===== src/rtl/imul_iterative_rtl.sv =====
// imul_iterative_rtl: iterative shift-add multiplier producing the low p_nbits of a*b
// over a val/rdy stream, one multiply in flight, fixed latency of p_nbits+1 cycles.
module imul_iterative_rtl #(
   parameter int p_nbits = 32
) (
   input  logic                   clk,
   input  logic                   rst,
   input  logic                   istream_val,
   output logic                   istream_rdy,
   input  logic [2*p_nbits-1:0]   istream_msg,
   output logic                   ostream_val,
   input  logic                   ostream_rdy,
   output logic [p_nbits-1:0]     ostream_msg
);
   localparam int cw = $clog2(p_nbits) + 1;
   localparam logic [cw-1:0] last = cw'(p_nbits - 1);
   localparam logic [cw-1:0] one = cw'(1);
   typedef enum logic [1:0] {IDLE, CALC, DONE} state_t;
   state_t state, state_next;
   logic [p_nbits-1:0] a_reg, b_reg, result_reg;
   logic [cw-1:0] count;
   always_ff @(posedge clk or posedge rst) begin
      if (rst) state <= IDLE;
      else state <= state_next;
   end
   always_comb begin
      state_next = state;
      istream_rdy = 1'b0;
      ostream_val = 1'b0;
      ostream_msg = '0;
      case (state)
         IDLE: begin
            istream_rdy = !rst;
            if (istream_val) state_next = CALC;
         end
         CALC: if (count == last) state_next = DONE;
         DONE: begin
            ostream_val = 1'b1;
            ostream_msg = result_reg;
            if (ostream_rdy) state_next = IDLE;
         end
         default: state_next = IDLE;
      endcase
   end
   // Operands are only captured on the IDLE accept; CALC shifts them in place.
   always_ff @(posedge clk or posedge rst) begin
      if (rst) begin
         a_reg <= '0;
         b_reg <= '0;
         result_reg <= '0;
         count <= '0;
      end else if (state == IDLE && istream_val) begin
         a_reg <= istream_msg[2*p_nbits-1:p_nbits];
         b_reg <= istream_msg[p_nbits-1:0];
         result_reg <= '0;
         count <= '0;
      end else if (state == CALC) begin
         if (b_reg[0]) result_reg <= result_reg + a_reg;
         a_reg <= a_reg << 1;
         b_reg <= b_reg >> 1;
         count <= count + one;
      end
   end
endmodule

===== config.mk =====
export PLATFORM = sky130hd
export DESIGN_NAME = imul_iterative_rtl
export DESIGN_NICKNAME = d
export VERILOG_FILES = /design/src/rtl/imul_iterative_rtl.sv
export SDC_FILE = /design/constraint.sdc
export NUM_CORES = 1
export LEC_CHECK = 0
export BUFFER_PORTS_ARGS = -buffer_cell sky130_fd_sc_hd__buf_4
export CORE_ASPECT_RATIO = 1.1
export CORE_MARGIN = 2
export CORE_UTILIZATION = 30
export DETAILED_ROUTE_END_ITERATION = 12
export PLACE_DENSITY = 0.54
export SLEW_MARGIN = 10
export SYNTH_ARGS = -nofsm -noshare
export SYNTH_HDL_FRONTEND = slang
export SYNTH_SLANG_ARGS = --single-unit
export TNS_END_PERCENT = 5

===== constraint.sdc =====
create_clock -name clk -period 4.2 [get_ports clk]
set_clock_uncertainty 0.05 [all_clocks]
set_input_delay 0.63 -clock clk [delete_from_list [all_inputs] [get_ports clk]]
set_output_delay 0.63 -clock clk [all_outputs]
set_load 0.02 [all_outputs]

==> results of run 1 <==
synthesized netlist by cell type, drive strengths merged (3+ instances only):
library cell	count	area, um2
o21ai	50	257.8
nand3	9	45.04
a21o	11	82.58
a22oi	63	473.0
xnor2	12	105.1
clkbuf	36	135.1
buf	5	21.27
and3	5	31.28
dfrtp	104	2603
nor3	6	30.03
nor2	16	60.06
ha	32	400.4
o211ai	4	30.03
o31ai	3	36.28
and2	38	237.7
a211oi	3	27.52
a31oi	3	18.77
nand4	10	62.56
a21oi	34	170.2
o21a	4	30.03
inv	6	22.52
nand2	196	738.2
nor2b	4	25.02
a221oi	3	26.28
a22o	3	26.28
xor2	16	140.1
o21bai	3	22.52
final cells by class:
cell class	count	area (um2)
fillers	2080	12520
multi-input cells	557	3373
flip-flops and latches	104	2603
repair buffers	110	825.8
well taps	252	315.3
clock buffers	10	229.0
clock inverters	6	43.79
inverters	6	25.02
power breakdown:
part           total, W  switching, W  internal [W]
clock network  0.000807      0.000400      0.000406
logic           0.00303       0.00181       0.00122
registers       0.00182      0.000359       0.00146
total           0.00566       0.00257       0.00309
logic make-up after synthesis:
group / synth area share, %
simple gates: 21.22
compound gates: 22.42
buf+inv: 2.917
xor+xnor: 3.998
flops: 42.43
mux: 0.1632
fa+ha+maj: 6.854
per-stage QoR:
stage,total power (W),cell area (um2)
floorplan,0.004097,6133
global placement,0.004878,7142
detailed placement,0.004885,7142
CTS,0.005713,7415
global route,0.006244,7415
finish,0.005657,7415
metal layers:
metal  part of all wire, %  wire length (um)  up-vias  GRT usage (%)
li1                      -                 -     2669              -
met2                    48              7922      103          26.17
met3                   5.3               881       15          5.014
met1                    45              7455     2516          20.65
met5                     0                 0        -              0
met4                   1.5               246        0          3.175
worst paths after layout:
check / start / to / slack [ns] / depth (start not counted)
min in group clk: ostream_rdy / state[1]$_DFFE_PP0P_ / 0.39 / 2
setup reg to reg: a_reg[0]$_DFFE_PP0P_ / result_reg[26]$_DFFE_PP0P_ / 1.23 / 10
hold / removal: rst / count[1]$_DFFE_PP0P_ / 0.35 / 2
setup / recovery: a_reg[0]$_DFFE_PP0P_ / result_reg[26]$_DFFE_PP0P_ / 1.23 / 10
hold reg to reg: b_reg[13]$_DFFE_PP0P_ / b_reg[13]$_DFFE_PP0P_ / 0.43 / 2
max in group asynchronous: rst / b_reg[27]$_DFFE_PP0P_ / 2.93 / 3
==> results.txt, run 1 <==
After clock tree synthesis, the clock-pin slew on the worst setup and hold paths is 0.08 ns. Global-route wire length before repair: 28.17 mm. The post-route netlist has 18.28% of its cells at a drive strength greater than 1. After the last flow step, the layout net total stands at 889.

Among cell families on the critical path, the largest total delay comes from compound AO/OA/AOI/OAI gates. The worst setup path is captured at a register. After synthesis the netlist holds a flip-flop and latch count of 104. Counting I/O delays and the setup requirement, the final critical path takes 2.971 ns.

The smallest setup slack after layout is 1.229 ns, and the worst-case hold slack is 0.3497 ns. The number of setup buffers added after CTS was 0; the average wire per cell in the routed design was 15.80 um. The remaining number of nets flagged by the antenna check after routing is 0. The number of placed cells counting well taps is 1029, and the number of non-filler instances in the completed layout is 1045.

Setup repair after global routing left no endpoint under its margin. Buffers placed on the I/O ports in this run total 101. Among all stages on the critical path, the largest delay is contributed by a2111o_1.

Data arrives at the worst endpoint at 3.12 ns. The tools report the total of cells resized after clock tree synthesis as 0. For this design, the sink count on the clock tree is 104.

TritonCTS built the clock tree. The floorplan step defined a die boundary enclosing 21610 um2. The number of nets in the synthesized netlist came out at 809. For this run, design rule violations remaining after detail routing come to 0.

For this run, the share of the core covered by cells in the final layout is 37.20%. The number of antenna violations at the first check in global routing was 0; the violation count after the first detailed-routing iteration was 279. The tools report the number of global-route vias before repair as 5433. The number of enable-type register cells in the synthesized netlist was 0. Summed over all failing endpoints, the final setup total negative slack is 0 ns. The site row count is 54, and the relative slew slack is 30.42%. The synthesized netlist occupies a cell area of 6133 um2. After global routing the overflow that remains totals 0.

For the number of warning messages in the yosys log, the log shows 0. Of the available clock period, the critical path in the final layout requires 70.75%. The floorplan step defined a core boundary enclosing 19930 um2. The critical path goes through ha_1 > fa_1 > a21oi_1 > o21ai_0 > a2111o_1 > o311ai_2 > o21ai_2 > a221oi_1 > xor2_1 > o21ai_0. Clock tree synthesis selected as its root buffer the cell clkbuf_16. STA puts the critical path data required time at 4.35 ns. The total power per unit cell area came out at 763.0 nW/um2.

Max-capacitance violation count: 0. The tightest min-delay check is of the in -> async type. The worst setup path is launched from a register. The first detailed-routing pass took 4 iterations. The width of the die was 140.3 um; the number of buffer and inverter instances along the worst setup path was 0. The clock tree synthesis step divided the H-tree into 3 levels.

Pin placement for this block handled 102 I/O pins. The starting density of the core was 30.77%. The run gives 250.5 uV as the peak ir drop on the vdd network.

The most frequently used flop master after synthesis was dfrtp_1. The run gives 0 as the total of endpoints with negative setup slack in the final report. The number of hold buffers added after cts is 0. The routed via count divided by cell count came out at 5.075. The tools report the static leakage as 3.572 nW.

Buffers inserted during clock tree synthesis total 9. The number of instances in the synthesized netlist was 708; the final RePlAce weighted congestion was 0.8950. Across every metal layer, demand over resource in global routing totals 15.89%.

Detailed placement finished with a half-perimeter wire length of 11.95 mm. The hold violation total from the final report came out at 0. Among the stages of the critical path, the cell type that occurs most often is o21ai_0. The worst-margin pin slew works out to 1.039 ns.

For this run, the top clock speed supported by timing is 0.3365 GHz. The run gives 16.51 mm as the final wirelength. At the placement stage, the worst setup path has a slack of 1.240 ns.

In the synthesized netlist the async set-or-reset flop fraction comes to 100.0%. Leaving out fill and tap cells, the most frequent cell in the layout is nand2_1. At the later pin of the worst-skew pair, clock insertion delay measures 0.35 ns. The maximum cell stage delay along the critical path was 0.46 ns.

The largest fanout on the critical path is 3. The logs give 0 for the number of pins exceeding their max-slew limit in the final report and 57 for the number of distinct library cell variants in the gate-level netlist after synthesis. Entering global routing, the biggest net connects 67 pins. The synthesized area divided by synthesized cell count works out to 8.663 um2.

The run finished with clean final reports. The chip height is 154.0 um. The critical path is of the reg -> reg type. Counting along the longest clock path gives a buffer depth of 2. Compared with the post-synthesis result, the final layout area differs by 20.89%.

The library cells used most frequently in the layout, excluding fill and tap cells, are nand2_1, buf_4, dfrtp_1. The detailed router placed 5303 vias in this run. 0 antenna diodes ended up in the layout. Summing the sequential cell areas from Yosys gives 42.43% of the chip area.
(Power assumes the default switching activity.)
==> run 2: changes to the inputs <==
- PLACE_DENSITY: 0.54 -> 0.56
- clock period: 4.2 -> 2.5 ns (I/O delays scaled with it)
==> results.txt, run 2 (synthesis results as in run 1) <==
Per report_power, the clock group accounts for 13.1% of the total. The number of buffers inserted by port buffering is 101, and the starting density of the core is 30.77%. The tree is rooted in a clkbuf_16. Entering global routing, the biggest net connects 76 pins. TritonCTS built the clock tree.

The pre-antenna-repair detailed-routing pass consisted of 5 iterations. Routability-driven placement finished with a final weighted congestion of 0.8853. The total power per unit cell area was 1301 nW/um2. The checks that failed: negative setup slack. After detailed routing, the number of remaining DRC violations is 0.

For the vias after detailed routing, the log shows 5551. The run gives 28.7% as the sequential power share. At the worst endpoint, the arrival time is 2.80 ns. The tools report the net total in the final layout as 960. For this run, the top clock speed supported by timing is 0.3825 GHz. Compared with the post-synthesis result, the final layout area differs by 32.29%.

The flow ran to the end, but the final reports show violations. Nature of the critical path startpoint: a register. Of the total power, combinational logic draws 58.2%.

The number of global-route vias before repair came out at 5630. Measured along the x axis, the die boundary spans 140.3 um. Setup violations remaining at the end of the flow were counted as 8. The classification of the worst-slack hold path is in -> reg. The H-tree was split into 3 levels.

0 antenna diodes ended up in the layout. The worst-margin pin slew was 0.5350 ns. Of all nets on the critical path, the largest fanout is 4. The run gives 104 as the sink count of the clock tree.

The library cell used most frequently in the layout, excluding fill and tap cells, is nand2_1. The run gives -0.1146 ns as the smallest setup slack after layout. The floorplan step defined a die boundary enclosing 21610 um2. In this run the count of I/O pins placed on the die edge is 102.

The violation count after the first detailed-routing iteration was 339. The total global routing overflow is 0. Dividing the detail-routed via count by the number of cells gives 4.974. The hold violation total from the final report is 0, and the final wirelength is 17.14 mm. The worst endpoint required time was 2.69 ns; the ratio of cells with drive above 1 in the final layout was 26.85%. Summed over all cells, the static leakage comes to 3.933 nW.

The chip height works out to 154.0 um. The average wire per cell in the routed design works out to 15.36 um. The clock latency at the later pin of the worst-skew pair is 0.35 ns, and the number of pins exceeding their max-slew limit in the final report is 0. The core region is 19930 um2. Headroom to the max-slew limit came out at 64.29%. The library cells used most frequently in the layout, excluding fill and tap cells, are nand2_1, buf_4, dfrtp_1. For the worst setup slack before clock tree synthesis, the log shows -0.3155 ns. The fraction of power spent switching nets is 43.79%, and the site row count is 54. Max-cap violations in this run came to 0.

The HPWL after detailed placement is 12.71 mm. After clock tree synthesis, the clock-pin slew on the worst setup and hold paths is 0.08 ns. The remaining number of nets flagged by the antenna check after routing was 0. The run gives 0 as the number of antenna violations at the first check in global routing. Setup repair after global routing could not meet its margin everywhere.

The switching power is 0.004624 W, and the design internal power is 0.005936 W. The worst setup path is of the reg -> reg kind. The final period utilization is 104.6%. On the final layout, the worst hold slack is 0.1426 ns. The worst-case IR drop observed on VDD is 414.4 uV. The type of destination of the critical path is a register. For the global-route wire length before repair, the log shows 28.48 mm. The routed design could run at a clock period as short as 2.615 ns. The number of CTS-inserted buffers is 9, and the global router's overall resource usage is 16.23%. The clock passes through at most 2 buffers.
==> run 2: cell types whose count changed in the layout (fill, tap and decap cells not counted), moves of 4 or more <==
cell,delta
buf_4,+67
o21ai_1,+5
a21oi_2,+5
o21ai_0,-7
a21oi_1,-6
ha_1,-4
==> run 2: metrics by stage <==
step	setup TNS [ns]	std cells	total power [W]	cell area, um2	util (%)
after detailed placement	-1.666	1096	0.009013	7684	38.55
final	-0.4325	1116	0.01056	8114	40.71
after global placement	-1.335	1096	0.008960	7684	38.55
after floorplan	-0.2957	708	0.006884	6137	-
after global routing	-1.634	1116	0.01157	8114	40.71
after CTS	-0.4130	1115	0.01055	8046	40.37
==> run 2: area by class of cell <==
cell class,instances,area (um2)
Clock buffer,10,229.0
Clock inverter,6,52.55
Fill cell,2008,11820
Inverter,6,26.28
Multi-Input combinational cell,557,3488
Sequential cell,104,2604
Tap cell,252,315.3
Timing Repair Buffer,181,1399
==> run 2: path summary, 6_finish.rpt <==
check / to / cells after the start / slack [ns] / from
setup / recovery: result_reg[24]$_DFFE_PP0P_ / 10 / -0.11 / result_reg[0]$_DFFE_PP0P_
hold / removal: state[1]$_DFFE_PP0P_ / 2 / 0.14 / ostream_rdy
setup reg to reg: result_reg[24]$_DFFE_PP0P_ / 10 / -0.11 / result_reg[0]$_DFFE_PP0P_
hold reg to reg: b_reg[4]$_DFFE_PP0P_ / 2 / 0.43 / b_reg[4]$_DFFE_PP0P_
max in group asynchronous: result_reg[12]$_DFFE_PP0P_ / 4 / 1.16 / rst
min in group asynchronous: b_reg[18]$_DFFE_PP0P_ / 3 / 0.52 / rst
==> run 2: power groups by stage <==
| stage | combinational [W] | clock, W | sequential [W] |
|---|---|---|---|
| floorplan | 0.00401 | 0 | 0.00287 |
| global route | 0.00694 | 0.00148 | 0.00315 |
| global placement | 0.00591 | 0 | 0.00305 |
| finish | 0.00614 | 0.00138 | 0.00303 |
| detailed placement | 0.00596 | 0 | 0.00305 |
| CTS | 0.00609 | 0.00143 | 0.00304 |
==> run 2: what timing repair did <==
item,4_1_cts,5_1_grt
gates resized for setup,12,17
hold endpoints to repair,14,0
buffers inserted,2,1
hold buffers,1,0
setup endpoints to repair,11,15
pin swaps,9,5
==> run 2: worst max-delay path: stages, from the launching register on <==
cell	delay [ns]
dfrtp_1	0.41
ha_4	0.18
fa_2	0.41
a21oi_4	0.15
o21ai_2	0.08
a21oi_1	0.27
o21ai_2	0.15
a31o_2	0.27
a211oi_4	0.28
xor2_1	0.16
o21ai_0	0.08
==> run 2: routing by layer <==
| metal | track usage, % | wire length [um] |
|---|---|---|
| met3 | 3.457 | 760 |
| met1 | 22.02 | 8186 |
| met4 | 4.329 | 212 |
| met5 | 0 | 0 |
| met2 | 26.31 | 7985 |
